$ cat src/rtl/fpu_input_register_if.sv
// ---------------------------------------------------------------------------
// fpu_input_register_if
// Host register bus plus FPU launch/command signals for fpu_input_register.
//   Host write : wr_en, wr_addr[2:0], wr_data[31:0]
//   Host read  : rd_en, rd_addr[2:0], rd_data[31:0] (one-cycle latency)
//   Core side  : fpu_done (in), operands, opcode, round mode, int enable,
//                start pulse, busy and sticky-error summary (out)
// master = host/core environment, slave = the register bank.
// ---------------------------------------------------------------------------
interface fpu_input_register_if;
   logic        wr_en;
   logic [2:0]  wr_addr;
   logic [31:0] wr_data;
   logic        rd_en;
   logic [2:0]  rd_addr;
   logic [31:0] rd_data;
   logic        fpu_done;
   logic [31:0] fpu_operand_a;
   logic [31:0] fpu_operand_b;
   logic [3:0]  fpu_opcode;
   logic [2:0]  fpu_round_mode;
   logic        fpu_int_en;
   logic        fpu_start;
   logic        fpu_busy;
   logic        fpu_err;

   modport master (
      output wr_en, wr_addr, wr_data, rd_en, rd_addr, fpu_done,
      input  rd_data, fpu_operand_a, fpu_operand_b, fpu_opcode,
             fpu_round_mode, fpu_int_en, fpu_start, fpu_busy, fpu_err
   );

   modport slave (
      input  wr_en, wr_addr, wr_data, rd_en, rd_addr, fpu_done,
      output rd_data, fpu_operand_a, fpu_operand_b, fpu_opcode,
             fpu_round_mode, fpu_int_en, fpu_start, fpu_busy, fpu_err
   );
endinterface

$ cat src/rtl/fpu_input_register.sv
// ---------------------------------------------------------------------------
// fpu_input_register
// Host-side operand/command register bank for the FPU core. The host loads
// operand A (addr 0), operand B (addr 1) and ctrl (addr 2), then rings the
// doorbell (addr 3, bit0). The bank freezes the operands, pulses fpu_start
// for one cycle and stays busy until fpu_done or a timeout. Status (addr 4)
// reports {timeout_err, wr_err, db_err, state}; error bits are sticky and
// write-1-to-clear.
// Ports:
//   clk      : system clock, rising edge
//   reset_n  : asynchronous active-low reset
//   bus      : fpu_input_register_if.slave (host bus + core signals)
// Parameters:
//   TIMEOUT_CYCLES : WAIT cycles without fpu_done before abort (2..65535)
//   TO_W           : timeout counter width, 2^TO_W > TIMEOUT_CYCLES
// ---------------------------------------------------------------------------
module fpu_input_register #(
   parameter int TIMEOUT_CYCLES = 64,
   parameter int TO_W           = 16
) (
   input logic                  clk,
   input logic                  reset_n,
   fpu_input_register_if.slave  bus
);

   localparam logic [1:0] ST_IDLE   = 2'd0;
   localparam logic [1:0] ST_LAUNCH = 2'd1;
   localparam logic [1:0] ST_WAIT   = 2'd2;

   localparam logic [TO_W-1:0] TO_LAST = TO_W'(TIMEOUT_CYCLES - 1);

   logic [1:0]      state_q, state_d;
   logic [TO_W-1:0] cnt_q, cnt_d;
   logic [31:0]     op_a_q, op_b_q;
   logic [7:0]      ctrl_q;
   logic            db_err_q, wr_err_q, to_err_q;
   logic [31:0]     rd_data_q;
   logic [31:0]     rd_mux;

   logic            busy;
   logic            reg_wr;
   logic            db_ring;
   logic            sts_wr;
   logic            timeout_hit;

   assign busy    = (state_q != ST_IDLE);
   assign reg_wr  = bus.wr_en && (bus.wr_addr <= 3'd2);
   assign db_ring = bus.wr_en && (bus.wr_addr == 3'd3) && bus.wr_data[0];
   assign sts_wr  = bus.wr_en && (bus.wr_addr == 3'd4);

   // fpu_done in the final WAIT cycle counts as completion, not a timeout
   assign timeout_hit = (state_q == ST_WAIT) && !bus.fpu_done && (cnt_q == TO_LAST);

   always_comb begin
      state_d = state_q;
      cnt_d   = cnt_q;
      case (state_q)
         ST_IDLE: begin
            if (db_ring) state_d = ST_LAUNCH;
         end
         ST_LAUNCH: begin
            cnt_d   = '0;
            state_d = bus.fpu_done ? ST_IDLE : ST_WAIT;
         end
         ST_WAIT: begin
            if (bus.fpu_done || timeout_hit) begin
               state_d = ST_IDLE;
            end else begin
               cnt_d = cnt_q + 1'b1;
            end
         end
         default: state_d = ST_IDLE;
      endcase
   end

   always_ff @(posedge clk or negedge reset_n) begin
      if (!reset_n) begin
         state_q <= ST_IDLE;
         cnt_q   <= '0;
      end else begin
         state_q <= state_d;
         cnt_q   <= cnt_d;
      end
   end

   // Operand/ctrl registers only load while idle, which keeps the core's
   // inputs frozen from LAUNCH until the operation retires.
   always_ff @(posedge clk or negedge reset_n) begin
      if (!reset_n) begin
         op_a_q <= '0;
         op_b_q <= '0;
         ctrl_q <= '0;
      end else if (reg_wr && !busy) begin
         case (bus.wr_addr)
            3'd0:    op_a_q <= bus.wr_data;
            3'd1:    op_b_q <= bus.wr_data;
            default: ctrl_q <= bus.wr_data[7:0];
         endcase
      end
   end

   // Sticky errors: a set in the same cycle as its W1C clear wins.
   always_ff @(posedge clk or negedge reset_n) begin
      if (!reset_n) begin
         db_err_q <= 1'b0;
         wr_err_q <= 1'b0;
         to_err_q <= 1'b0;
      end else begin
         db_err_q <= (db_err_q && !(sts_wr && bus.wr_data[2])) || (db_ring && busy);
         wr_err_q <= (wr_err_q && !(sts_wr && bus.wr_data[3])) || (reg_wr && busy);
         to_err_q <= (to_err_q && !(sts_wr && bus.wr_data[4])) || timeout_hit;
      end
   end

   always_comb begin
      rd_mux = '0;
      case (bus.rd_addr)
         3'd0:    rd_mux = op_a_q;
         3'd1:    rd_mux = op_b_q;
         3'd2:    rd_mux = {24'd0, ctrl_q};
         3'd4:    rd_mux = {27'd0, to_err_q, wr_err_q, db_err_q, state_q};
         default: rd_mux = '0;
      endcase
   end

   always_ff @(posedge clk or negedge reset_n) begin
      if (!reset_n) begin
         rd_data_q <= '0;
      end else if (bus.rd_en) begin
         rd_data_q <= rd_mux;
      end
   end

   assign bus.rd_data        = rd_data_q;
   assign bus.fpu_operand_a  = op_a_q;
   assign bus.fpu_operand_b  = op_b_q;
   assign bus.fpu_opcode     = ctrl_q[3:0];
   assign bus.fpu_round_mode = ctrl_q[6:4];
   assign bus.fpu_int_en     = ctrl_q[7];
   assign bus.fpu_start      = (state_q == ST_LAUNCH);
   assign bus.fpu_busy       = busy;
   assign bus.fpu_err        = to_err_q | wr_err_q | db_err_q;

endmodule
$ cat src/flat_wrapper.sv
// flat-port wrapper written by rule: the top's interface ports become plain ports
module fpu_input_register_flat 
#(
   parameter int TIMEOUT_CYCLES = 64,
   parameter int TO_W           = 16
)
  (clk, reset_n, bus_wr_en, bus_wr_addr, bus_wr_data, bus_rd_en, bus_rd_addr, bus_fpu_done, bus_rd_data, bus_fpu_operand_a, bus_fpu_operand_b, bus_fpu_opcode, bus_fpu_round_mode, bus_fpu_int_en, bus_fpu_start, bus_fpu_busy, bus_fpu_err);
  fpu_input_register_if bus_i ();
  input logic clk;
  input logic reset_n;
  input wire logic [$bits(bus_i.wr_en)-1:0] bus_wr_en;
  input wire logic [$bits(bus_i.wr_addr)-1:0] bus_wr_addr;
  input wire logic [$bits(bus_i.wr_data)-1:0] bus_wr_data;
  input wire logic [$bits(bus_i.rd_en)-1:0] bus_rd_en;
  input wire logic [$bits(bus_i.rd_addr)-1:0] bus_rd_addr;
  input wire logic [$bits(bus_i.fpu_done)-1:0] bus_fpu_done;
  output wire logic [$bits(bus_i.rd_data)-1:0] bus_rd_data;
  output wire logic [$bits(bus_i.fpu_operand_a)-1:0] bus_fpu_operand_a;
  output wire logic [$bits(bus_i.fpu_operand_b)-1:0] bus_fpu_operand_b;
  output wire logic [$bits(bus_i.fpu_opcode)-1:0] bus_fpu_opcode;
  output wire logic [$bits(bus_i.fpu_round_mode)-1:0] bus_fpu_round_mode;
  output wire logic [$bits(bus_i.fpu_int_en)-1:0] bus_fpu_int_en;
  output wire logic [$bits(bus_i.fpu_start)-1:0] bus_fpu_start;
  output wire logic [$bits(bus_i.fpu_busy)-1:0] bus_fpu_busy;
  output wire logic [$bits(bus_i.fpu_err)-1:0] bus_fpu_err;
  assign bus_i.wr_en = bus_wr_en;
  assign bus_i.wr_addr = bus_wr_addr;
  assign bus_i.wr_data = bus_wr_data;
  assign bus_i.rd_en = bus_rd_en;
  assign bus_i.rd_addr = bus_rd_addr;
  assign bus_i.fpu_done = bus_fpu_done;
  assign bus_rd_data = bus_i.rd_data;
  assign bus_fpu_operand_a = bus_i.fpu_operand_a;
  assign bus_fpu_operand_b = bus_i.fpu_operand_b;
  assign bus_fpu_opcode = bus_i.fpu_opcode;
  assign bus_fpu_round_mode = bus_i.fpu_round_mode;
  assign bus_fpu_int_en = bus_i.fpu_int_en;
  assign bus_fpu_start = bus_i.fpu_start;
  assign bus_fpu_busy = bus_i.fpu_busy;
  assign bus_fpu_err = bus_i.fpu_err;
  fpu_input_register #(.TIMEOUT_CYCLES(TIMEOUT_CYCLES), .TO_W(TO_W)) u_core (.clk(clk), .reset_n(reset_n), .bus(bus_i));
endmodule
$ cat config.mk
export PLATFORM = sky130hd
export DESIGN_NAME = fpu_input_register_flat
export DESIGN_NICKNAME = d
export VERILOG_FILES = /design/src/rtl/fpu_input_register_if.sv /design/src/rtl/fpu_input_register.sv /design/src/flat_wrapper.sv
export SDC_FILE = /design/constraint.sdc
export NUM_CORES = 1
export LEC_CHECK = 0
export BUFFER_PORTS_ARGS = -buffer_cell sky130_fd_sc_hd__buf_2
export CAP_MARGIN = 20
export CORE_MARGIN = 2
export CORE_UTILIZATION = 52
export DETAILED_ROUTE_END_ITERATION = 8
export GPL_TIMING_DRIVEN = 0
export PLACE_DENSITY = 0.84
export SETUP_SLACK_MARGIN = 0.15
export SYNTH_ARGS = -nofsm -noshare
export SYNTH_HDL_FRONTEND = slang
export SYNTH_SLANG_ARGS = --single-unit
export TNS_END_PERCENT = 50
$ cat constraint.sdc
create_clock -name clk -period 2.61 [get_ports clk]
set_input_delay 0.261 -clock clk [delete_from_list [all_inputs] [get_ports clk]]
set_output_delay 0.261 -clock clk [all_outputs]
set_load 0.03 [all_outputs]
==> impl_metrics.py, run 1 <==
metrics = {
    "flow_run": {
        "cap_violations": 0,
    },
    "synth": {
        "syn-mean-instance-area_sq_um": 12.1,
        "syn_area_sq_um": 5350,
        "synth_cells": 442,
        "synth_cell_types": 39,
        "yosysSeqAreaShare_pct": 58.4,
        "async_reset_ff_share_pct": 100,
        "synth_seq_cells": 125,
        "syn-num-nets": 486,
        "synth_warnings": 0,
        "synth_edf_count": 0,
        "ys_dominant_reg_cell": "dfrtp_1",
    },
    "critical_path": {
        "critPathKind": "reg -> out",
        "arrival_ps": 1940,
        "end_kind": "output port",
        "cp-start-kind": "flop",
        "r2r_cells": 5,
        "cp.required_ps": 2350,
        "cp_max_fo": 10,
    },
    "routing": {
        "ant_nets": 0,
        "wirelength_mm": 14.3,
        "drt-pass1-iter-count": 4,
        "drc": 0,
        "vias": 4420,
        "drt_iter0_markers": 263,
        "vias_per_cell": 5.60,
        "wl_per_cell_um": 18.1,
    },
    "final_layout": {
        "syn2layout_area_growth_pct": 33.7,
        "final_cell_area_sq_um": 7160,
        "post-route-util_pct": 70.6,
        "drive_gt1_share_pct": 39.1,
        "diodes": 0,
        "stdcell_count": 789,
        "fin_nets": 684,
    },
    "clocking": {
        "clock_latency_ps": 540,
        "cts_tree": "done",
        "cts_buffers": 17,
        "post-cts-setup-buffer-count": 0,
        "htreeDepth": 4,
        "cts_buffer_depth": 2,
        "clock-sinks": 125,
        "clock-root-buffer": "clkbuf_8",
        "path_clk_slew_ps": 60,
    },
    "sta": {
        "post-route-min-period_ps": 2200,
        "rsz0062_at_grt": "false",
        "setup_viol": 0,
        "slew_viol_final": 0,
        "hold_slack_ps": 22.1,
        "tightest_slew_ps": 833,
        "hold_viol": 0,
        "slew_headroom_pct": 44.4,
        "finClkSkew_ps": 5.99,
        "max_freq_mhz": 454,
        "period_share_pct": 84.3,
    },
    "global_route": {
        "grtUsageTotal_pct": 26.4,
        "grt_pass1_vias": 4459,
        "grt_overflow": 0,
        "grt_max_degree": 70,
        "grt_pass1_wl_mm": 22.5,
        "antenna_found_initial": 0,
    },
    "power_and_ir_drop": {
        "p_seq_share_pct": 40.0,
        "clockPowerShare_pct": 34.9,
        "comb_power_share_pct": 25.1,
        "irDropWorstVdd_uv": 573,
        "finalPower_uw": 6260,
        "switching_share_pct": 34.9,
        "p_per_area_nw_per_um2": 875,
        "p_leak_uw": 0.00337,
        "p_switching_uw": 2180,
        "p_int_uw": 4080,
    },
    "outcome": {
        "status": "completed",
    },
    "hold_path": {
        "holdPathStages": 2,
        "hp-class": "in -> reg",
    },
    "placement": {
        "port_buffers": 147,
        "dpl_cell_area_sq_um": 6290,
        "dp.cells": 726,
        "hpwl_mm": 9.24,
        "globalplace.congestion": 0.873,
    },
    "floorplanning": {
        "core_sq_um": 10100,
        "pin_count": 150,
        "fp.dieArea_sq_um": 11100,
        "rows": 37,
        "initial_core_util_pct": 52.8,
        "dieWidth_um": 105,
        "die_h_um": 105,
    },
}
==> layout by cell type, fill, tap and decap left out, types with 8 or more instances in the layout <==
| master | synthesis | layout |
|---|---|---|
| inv_1 | 32 | 32 |
| mux2i_1 | 10 | 10 |
| a22oi_1 | 24 | 24 |
| clkbuf_16 | 0 | 16 |
| nor2_1 | 17 | 17 |
| nor2b_1 | 8 | 8 |
| dlygate4sd3_1 | 0 | 31 |
| mux2_2 | 72 | 72 |
| a21oi_1 | 19 | 19 |
| nand2_1 | 15 | 15 |
| o21ai_0 | 8 | 8 |
| buf_2 | 1 | 147 |
| o22ai_1 | 27 | 27 |
| clkbuf_1 | 20 | 20 |
| dfrtp_1 | 125 | 125 |
==> through the flow <==
stage | setup WS, ps | setup TNS (ps)
5_1_grt | 284 | 0
6_report | 409 | 0
3_3_place_gp | -204 | -24720
2_1_floorplan | 603 | 0
3_5_place_dp | 508 | 0
4_1_cts | 265 | 0
==> registers in the layout, indices dropped and copies added, names as in the netlist <==
name,count
u_core.bus.fpu_operand_a,32
u_core.bus.fpu_operand_b,32
u_core.bus.rd_data,32
u_core.cnt_q,16
u_core.ctrl_q,8
u_core.state_q,2
u_core.db_err_q,1
u_core.to_err_q,1
u_core.wr_err_q,1
==> worst paths after layout <==
path,start,to,slack [ps]
worst min register to register,u_core.bus.rd_data[31],u_core.bus.rd_data[31],530
max in group asynchronous,reset_n,u_core.bus.fpu_operand_a[30],1660
worst max register to register,u_core.state_q[0],u_core.cnt_q[12],530
min in group asynchronous,reset_n,u_core.ctrl_q[5],240
worst min-delay path,bus_wr_data[14],u_core.bus.fpu_operand_a[14],20
worst max-delay path,u_core.state_q[1],bus_fpu_start,410
==> timing repair <==
item	4_1_cts	5_1_grt
endpoints found under the setup margin	0	1
hold endpoints to repair	118	0
gates resized for setup	0	2
hold buffers	31	0
==> cell type report <==
| type | count | area [sq um] |
|---|---|---|
| fillers | 702 | 2980 |
| plain buffers | 24 | 92.6 |
| clock buffers | 18 | 418 |
| flip-flops and latches | 125 | 3130 |
| multi-input cells | 261 | 2010 |
| repair buffers | 179 | 1080 |
| well taps | 136 | 170 |
| clock inverters | 14 | 135 |
| inverters | 32 | 120 |
==> critical path: stages, from the launching register on <==
cell      delay [ps]
dfrtp_1          410
nand2b_1         120
clkbuf_1         330
inv_1            120
clkbuf_2         210
buf_2            210
==> cells by family after synthesis <==
family | synth area share (%)
flops | 58.4
xor+xnor | 0.818
compound gates | 10.9
mux | 17.0
simple gates | 8.60
buf+inv | 3.95
fa+ha+maj | 0.234
==> power by group through the flow <==
stage | Sequential [uW] | Clock (uW) | Combinational, uW
floorplan | 3090 | 0 | 409
global route | 2540 | 2300 | 1650
finish | 2500 | 2190 | 1570
detailed placement | 2520 | 0 | 1530
global placement | 2490 | 0 | 1480
CTS | 2490 | 2210 | 1570
==> per-layer routing <==
layer / global-route usage [%] / part of all wire, %
met1: 31.0 / 39
met2: 45.6 / 52
met3: 5.81 / 5.7
met4: 13.2 / 2.9
met5: 0 / 0
==> cell usage after synthesis, types with 2 or more instances <==
| library cell | number | area [sq um] |
|---|---|---|
| clkbuf_1 | 20 | 75.1 |
| nand2b_1 | 2 | 12.5 |
| nor4_1 | 4 | 25.0 |
| o21ai_0 | 8 | 40.0 |
| o22ai_1 | 27 | 169 |
| dfrtp_1 | 125 | 3130 |
| nor2_1 | 17 | 63.8 |
| xor2_1 | 2 | 17.5 |
| o311ai_0 | 2 | 17.5 |
| a21oi_1 | 19 | 95.1 |
| a22oi_1 | 24 | 180 |
| nand4_1 | 6 | 37.5 |
| o211ai_1 | 3 | 22.5 |
| or3_1 | 6 | 37.5 |
| buf_1 | 3 | 11.3 |
| nand4b_1 | 4 | 35.0 |
| nor3_1 | 3 | 15.0 |
| xnor2_1 | 3 | 26.3 |
| nor3b_1 | 2 | 15.0 |
| inv_1 | 32 | 120 |
| nand2_1 | 15 | 56.3 |
| nor2b_1 | 8 | 50.1 |
| mux2_2 | 72 | 811 |
| nor4bb_1 | 2 | 20.0 |
| mux2i_1 | 10 | 100 |
| nand3_1 | 4 | 20.0 |
| or4_1 | 3 | 22.5 |
| o31ai_1 | 5 | 37.5 |
No activity file was read; power rests on OpenSTA's default activity.
==> run 2: changes to the inputs <==
Clock period 2.61 ns to 2.08 ns, I/O delays scaled along.
==> run 2 against run 1 <==
Net effect: cell count is 0.76% higher; sequential power is 26% higher; combinational power is 27% higher; count of clock-buffer cells in the layout is 1 higher; first-iteration DRC count is 14% lower; die area stayed put; core utilization is 1.3 points higher; clock skew is 3.5 ps higher; clock power is 36% higher; largest power group unchanged; highest routed layer unchanged.
==> impl_metrics.py, run 2 (synthesis results as in run 1) <==
metrics = {
    "sta": {
        "finClkSkew_ps": 9.45,
        "slew_headroom_pct": 45.7,
        "max_freq_mhz": 516,
        "post-route-min-period_ps": 1940,
        "hold_slack_ps": 29.0,
        "rsz0062_at_grt": "true",
        "hold_viol": 0,
        "slew_viol_final": 0,
        "tightest_slew_ps": 813,
        "period_share_pct": 93.1,
        "setup-tns-final_ps": 0,
        "setup_viol": 0,
    },
    "final_layout": {
        "stdcell_count": 795,
        "fin_nets": 690,
        "nFillCells": 675,
        "final_cell_area_sq_um": 7290,
        "multi_input_area_sq_um": 2020,
        "layout_common_cells": "147 x buf_2, 125 x dfrtp_1, 72 x mux2_2",
        "seqCellArea_sq_um": 3130,
        "drive_gt1_share_pct": 40.7,
        "layout_commonest_cell": "buf_2",
        "diodes": 0,
        "syn2layout_area_growth_pct": 36.2,
    },
    "routing": {
        "ant_nets": 0,
        "drt_iter0_markers": 227,
        "vias": 4412,
        "wirelength_mm": 14.7,
        "vias_per_cell": 5.55,
        "drt-pass1-iter-count": 4,
        "drc": 0,
        "wl_per_cell_um": 18.5,
    },
    "global_route": {
        "grt_pass1_vias": 4578,
        "grt_max_degree": 89,
        "grt_pass1_wl_mm": 23.6,
        "grt_overflow": 0,
        "grtUsageTotal_pct": 27.4,
        "antenna_found_initial": 0,
    },
    "critical_path": {
        "arrival_ps": 2370,
        "r2r_slack_ps": 140,
        "r2r_start": "u_core.state_q[0]",
        "r2r-end": "u_core.cnt_q[14]",
        "critPathKind": "reg -> reg",
        "cp.required_ps": 2520,
        "cp-start-kind": "flop",
        "cp_max_fo": 7,
        "r2r_cells": 5,
        "end_kind": "flop",
    },
    "placement": {
        "hpwl_mm": 9.17,
        "port_buffers": 147,
        "globalplace.congestion": 0.848,
        "dp.cells": 726,
        "dpl_cell_area_sq_um": 6300,
    },
    "clocking": {
        "clock_latency_ps": 510,
        "cts_buffers": 17,
        "cts_buffer_depth": 2,
        "clock-root-buffer": "clkbuf_8",
        "clock-sinks": 125,
        "htreeDepth": 4,
        "path_clk_slew_ps": 60,
        "cts_tree": "done",
    },
    "hold_path": {
        "min_to": "u_core.state_q[0]",
        "hp-class": "in -> reg",
        "holdPathStages": 3,
        "holdCritStartpoint": "bus_wr_addr[1]",
    },
    "floorplanning": {
        "core_sq_um": 10100,
        "dieWidth_um": 105,
        "rows": 37,
        "die_h_um": 105,
        "pin_count": 150,
        "initial_core_util_pct": 52.8,
        "fp.dieArea_sq_um": 11100,
    },
    "flow_run": {
        "cap_violations": 0,
    },
    "power_and_ir_drop": {
        "p_per_area_nw_per_um2": 1110,
        "finalPower_uw": 8110,
        "p_leak_uw": 0.00345,
        "irDropWorstVdd_uv": 770,
    },
    "outcome": {
        "status": "completed",
    },
}
-- run 2: cell count changes in the layout (fill, tap and decap cells not counted), moves of 2 or more --
cell / change
clkbuf_1: -5
inv_6: -4
clkbuf_2: +4
buf_4: +4
o311ai_0: -2
buf_1: -2
clkbuf_8: +2
o311ai_1: +2
dlygate4sd3_1: +3
bufinv_16: +2
-- run 2: how the worst max path moves through the flow --
stage	startpoint	to	slack (ps)	depth (start not counted)
2_1_floorplan	u_core.state_q[0]	u_core.cnt_q[12]	200	5
3_3_place_gp	reset_n	u_core.bus.fpu_operand_b[14]	-680	1
3_5_place_dp	bus_rd_addr[2]	u_core.bus.rd_data[23]	-10	5
4_1_cts	u_core.cnt_q[0]	u_core.cnt_q[0]	140	6
5_1_grt	u_core.state_q[0]	u_core.bus.fpu_operand_a[17]	60	4
6_report	u_core.state_q[0]	u_core.cnt_q[14]	140	5
-- run 2: stage by stage --
stage / util [%] / setup slack [ps]
after floorplan: - / 203
after global placement: 61.8 / -682
after detailed placement: 62.1 / -12.0
after CTS: 71.6 / 142
after global routing: 71.9 / 64.2
final: 71.9 / 144
-- run 2: cell type report --
type / instances / area share, %
sequential: 125 / 42.9
multi-input combinational: 261 / 27.7
timing repair buffer: 185 / 15.6
clock buffer: 19 / 5.92
tap: 136 / 2.33
clock inverter: 13 / 2.28
inverter: 32 / 1.65
buffer: 24 / 1.60
-- run 2: layer usage --
metal	GRT usage [%]	share of wire [%]	wire length (um)
met1	34.1	42	6110
met2	46.1	52	7660
met3	9.03	5.7	836
met4	7.43	0.58	85
met5	0	0	0
-- run 2: where the power goes --
part           internal (uW)  leakage, uW  switching [uW]  total [uW]
Combinational            690      0.00157            1300        1990
Clock                   1860     0.000284            1120        2980
Sequential              2830      0.00159             316        3140
-- run 2: timing repair --
item,CTS,global route
pin swaps,3,0
hold endpoints to repair,109,0
gates resized for setup,6,16
setup buffers,1,2
hold buffers,34,0
endpoints found under the setup margin,5,72
-- run 2: worst max-delay path: stages, from the launching register on --
cell     delay (ps)
dfrtp_1         420
or3b_1          400
buf_6           140
or4_4           440
or3_1           320
a21oi_1         140
==> run 3: changes to the inputs <==
Settings changed: CORE_ASPECT_RATIO set to 1.75, REMOVE_ABC_BUFFERS set to 1.
==> run 3 against run 2 <==
Net effect: count of clock-buffer cells in the layout up 5; sequential share of layout area rose by 1.7 points; core utilization shrank 3.0 points; setup slack worse by 45 ps; cell area is 3.8% lower; power decreased by 1.6%; wire length down 7.4%; critical path type is now reg -> out; critical endpoint is now bus_fpu_start.
==> impl_metrics.py, run 3 (synthesis results as in run 1) <==
metrics = {
    "critical_path": {
        "critPathKind": "reg -> out",
        "r2r_start": "u_core.state_q[0]",
        "crit_family": "buffers and inverters",
        "endpoint": "bus_fpu_start",
        "arrival_ps": 1770,
        "r2r_slack_ps": 120,
        "crit_buf_inv": 2,
        "slowest_delay_ps": 440,
        "crit_slowest_cell": "dfrtp_2",
        "cp_max_fo": 12,
        "r2r_cells": 5,
        "startpoint": "u_core.state_q[1]",
        "cp.depth": 3,
        "cp.required_ps": 1870,
        "end_kind": "output port",
        "path_cells": "nand2b_1 -> inv_1 -> buf_2",
        "r2r-end": "u_core.cnt_q[15]",
        "cp-start-kind": "flop",
    },
    "routing": {
        "drt-pass1-iter-count": 5,
        "vias": 4238,
        "ant_nets": 0,
        "wirelength_mm": 13.6,
        "wl_per_cell_um": 18.4,
        "drc": 0,
        "vias_per_cell": 5.73,
        "drt_iter0_markers": 259,
    },
    "clocking": {
        "path_clk_slew_ps": 50,
        "clock-root-buffer": "clkbuf_16",
        "cts_tree": "done",
        "htreeDepth": 4,
        "cts_buffer_depth": 2,
        "clock-sinks": 125,
        "clock_latency_ps": 400,
        "cts_buffers": 17,
    },
    "sta": {
        "post-route-min-period_ps": 1980,
        "slew_headroom_pct": 41.3,
        "fin_ws_ps": 99.1,
        "rsz0062_at_grt": "true",
        "period_share_pct": 95.2,
        "finClkSkew_ps": 8.78,
        "hold_viol": 0,
        "tightest_slew_ps": 876,
        "max_freq_mhz": 505,
        "setup_viol": 0,
        "slew_viol_final": 0,
    },
    "floorplanning": {
        "dieWidth_um": 80.7,
        "fp.dieArea_sq_um": 11200,
        "core_sq_um": 10200,
        "die_h_um": 138,
        "pin_count": 150,
        "initial_core_util_pct": 52.6,
        "rows": 49,
    },
    "global_route": {
        "grtUsageTotal_pct": 25.1,
        "grt_max_degree": 64,
        "grt_pass1_wl_mm": 21.7,
        "antenna_found_initial": 0,
        "grt_pass1_vias": 4373,
        "grt_overflow": 0,
    },
    "placement": {
        "hpwl_mm": 9.40,
        "pre_cts_slack_ps": -33.1,
        "port_buffers": 149,
        "globalplace.congestion": 0.776,
        "dpl_cell_area_sq_um": 6330,
    },
    "final_layout": {
        "final_cell_area_sq_um": 7010,
        "layout_common_cells": "148 x buf_2, 124 x dfrtp_1, 72 x mux2_2",
        "fin_nets": 645,
        "diodes": 0,
        "drive_gt1_share_pct": 45.1,
        "syn2layout_area_growth_pct": 31.0,
        "layout_commonest_cell": "buf_2",
    },
    "power_and_ir_drop": {
        "irDropWorstVdd_uv": 939,
        "finalPower_uw": 7990,
        "p_per_area_nw_per_um2": 1140,
        "p_leak_uw": 0.00335,
    },
    "flow_run": {
        "cap_violations": 0,
    },
    "outcome": {
        "status": "completed",
    },
    "hold_path": {
        "hp-class": "in -> reg",
    },
}
==> run 3: changes by cell type in the layout (fill, tap and decap cells not counted), sizes merged, moves of 2 or more <==
cell,before,now
dlygate4sd3,34,1
clkbuf,39,24
clkinv,6,3
clkinvlp,3,1
buf,155,163
==> run 3: report_power, final <==
group          total, uW  internal (uW)  leakage, uW  switching [uW]
Clock               2920           1940     0.000294             983
Combinational       1940            668      0.00146            1270
Sequential          3130           2830      0.00159             296
==> run 3: routing by layer <==
layer  GRT usage, %  part of all wire [%]  up-vias  wire (um)
met5              0                     0        -          0
met4           12.6                   2.7        0        372
met3           4.83                   4.9       30        667
met2           44.3                    56      177       7620
met1           28.0                    36     2111       4940
li1               -                     -     1920          -
==> run 3: what timing repair did <==
item                       4_1_cts  5_1_grt
setup endpoints to repair       22       45
pin swaps                        1        6
resized for setup                2        5
hold buffers                     1        0
hold endpoints to repair        62        0
buffers inserted                 3        4
==> run 3: final cells by class <==
cell class              instances  area [sq um]
clock buffers                  24           512
clock inverters                 6          82.6
fillers                       736          3170
inverters                      32           120
multi-input cells             261          2060
flip-flops and latches        125          3130
well taps                     127           159
repair buffers                164           950
==> run 3: how the worst min path moves through the flow <==
stage / cells after the start / slack [ps] / endpoint / from
2_1_floorplan: 0 / -90 / u_core.bus.fpu_operand_a[0] / reset_n
3_3_place_gp: 2 / 420 / u_core.state_q[1] / bus_fpu_done
3_5_place_dp: 1 / 230 / u_core.ctrl_q[0] / reset_n
4_1_cts: 2 / 20 / u_core.state_q[1] / bus_fpu_done
5_1_grt: 2 / 40 / u_core.state_q[1] / bus_fpu_done
6_report: 2 / 40 / u_core.state_q[1] / bus_fpu_done
==> run 3: per-stage QoR <==
stage | instances | util (%) | setup TNS, ps | hold WS, ps
finish | 739 | 68.9 | 0 | 37.0
global route | 739 | 68.9 | 0 | 40.6
CTS | 735 | 68.4 | 0 | 24.4
detailed placement | 701 | 62.2 | -50.6 | 228
global placement | 694 | 60.6 | -181740 | 423
floorplan | 418 | - | -6940 | -87.6
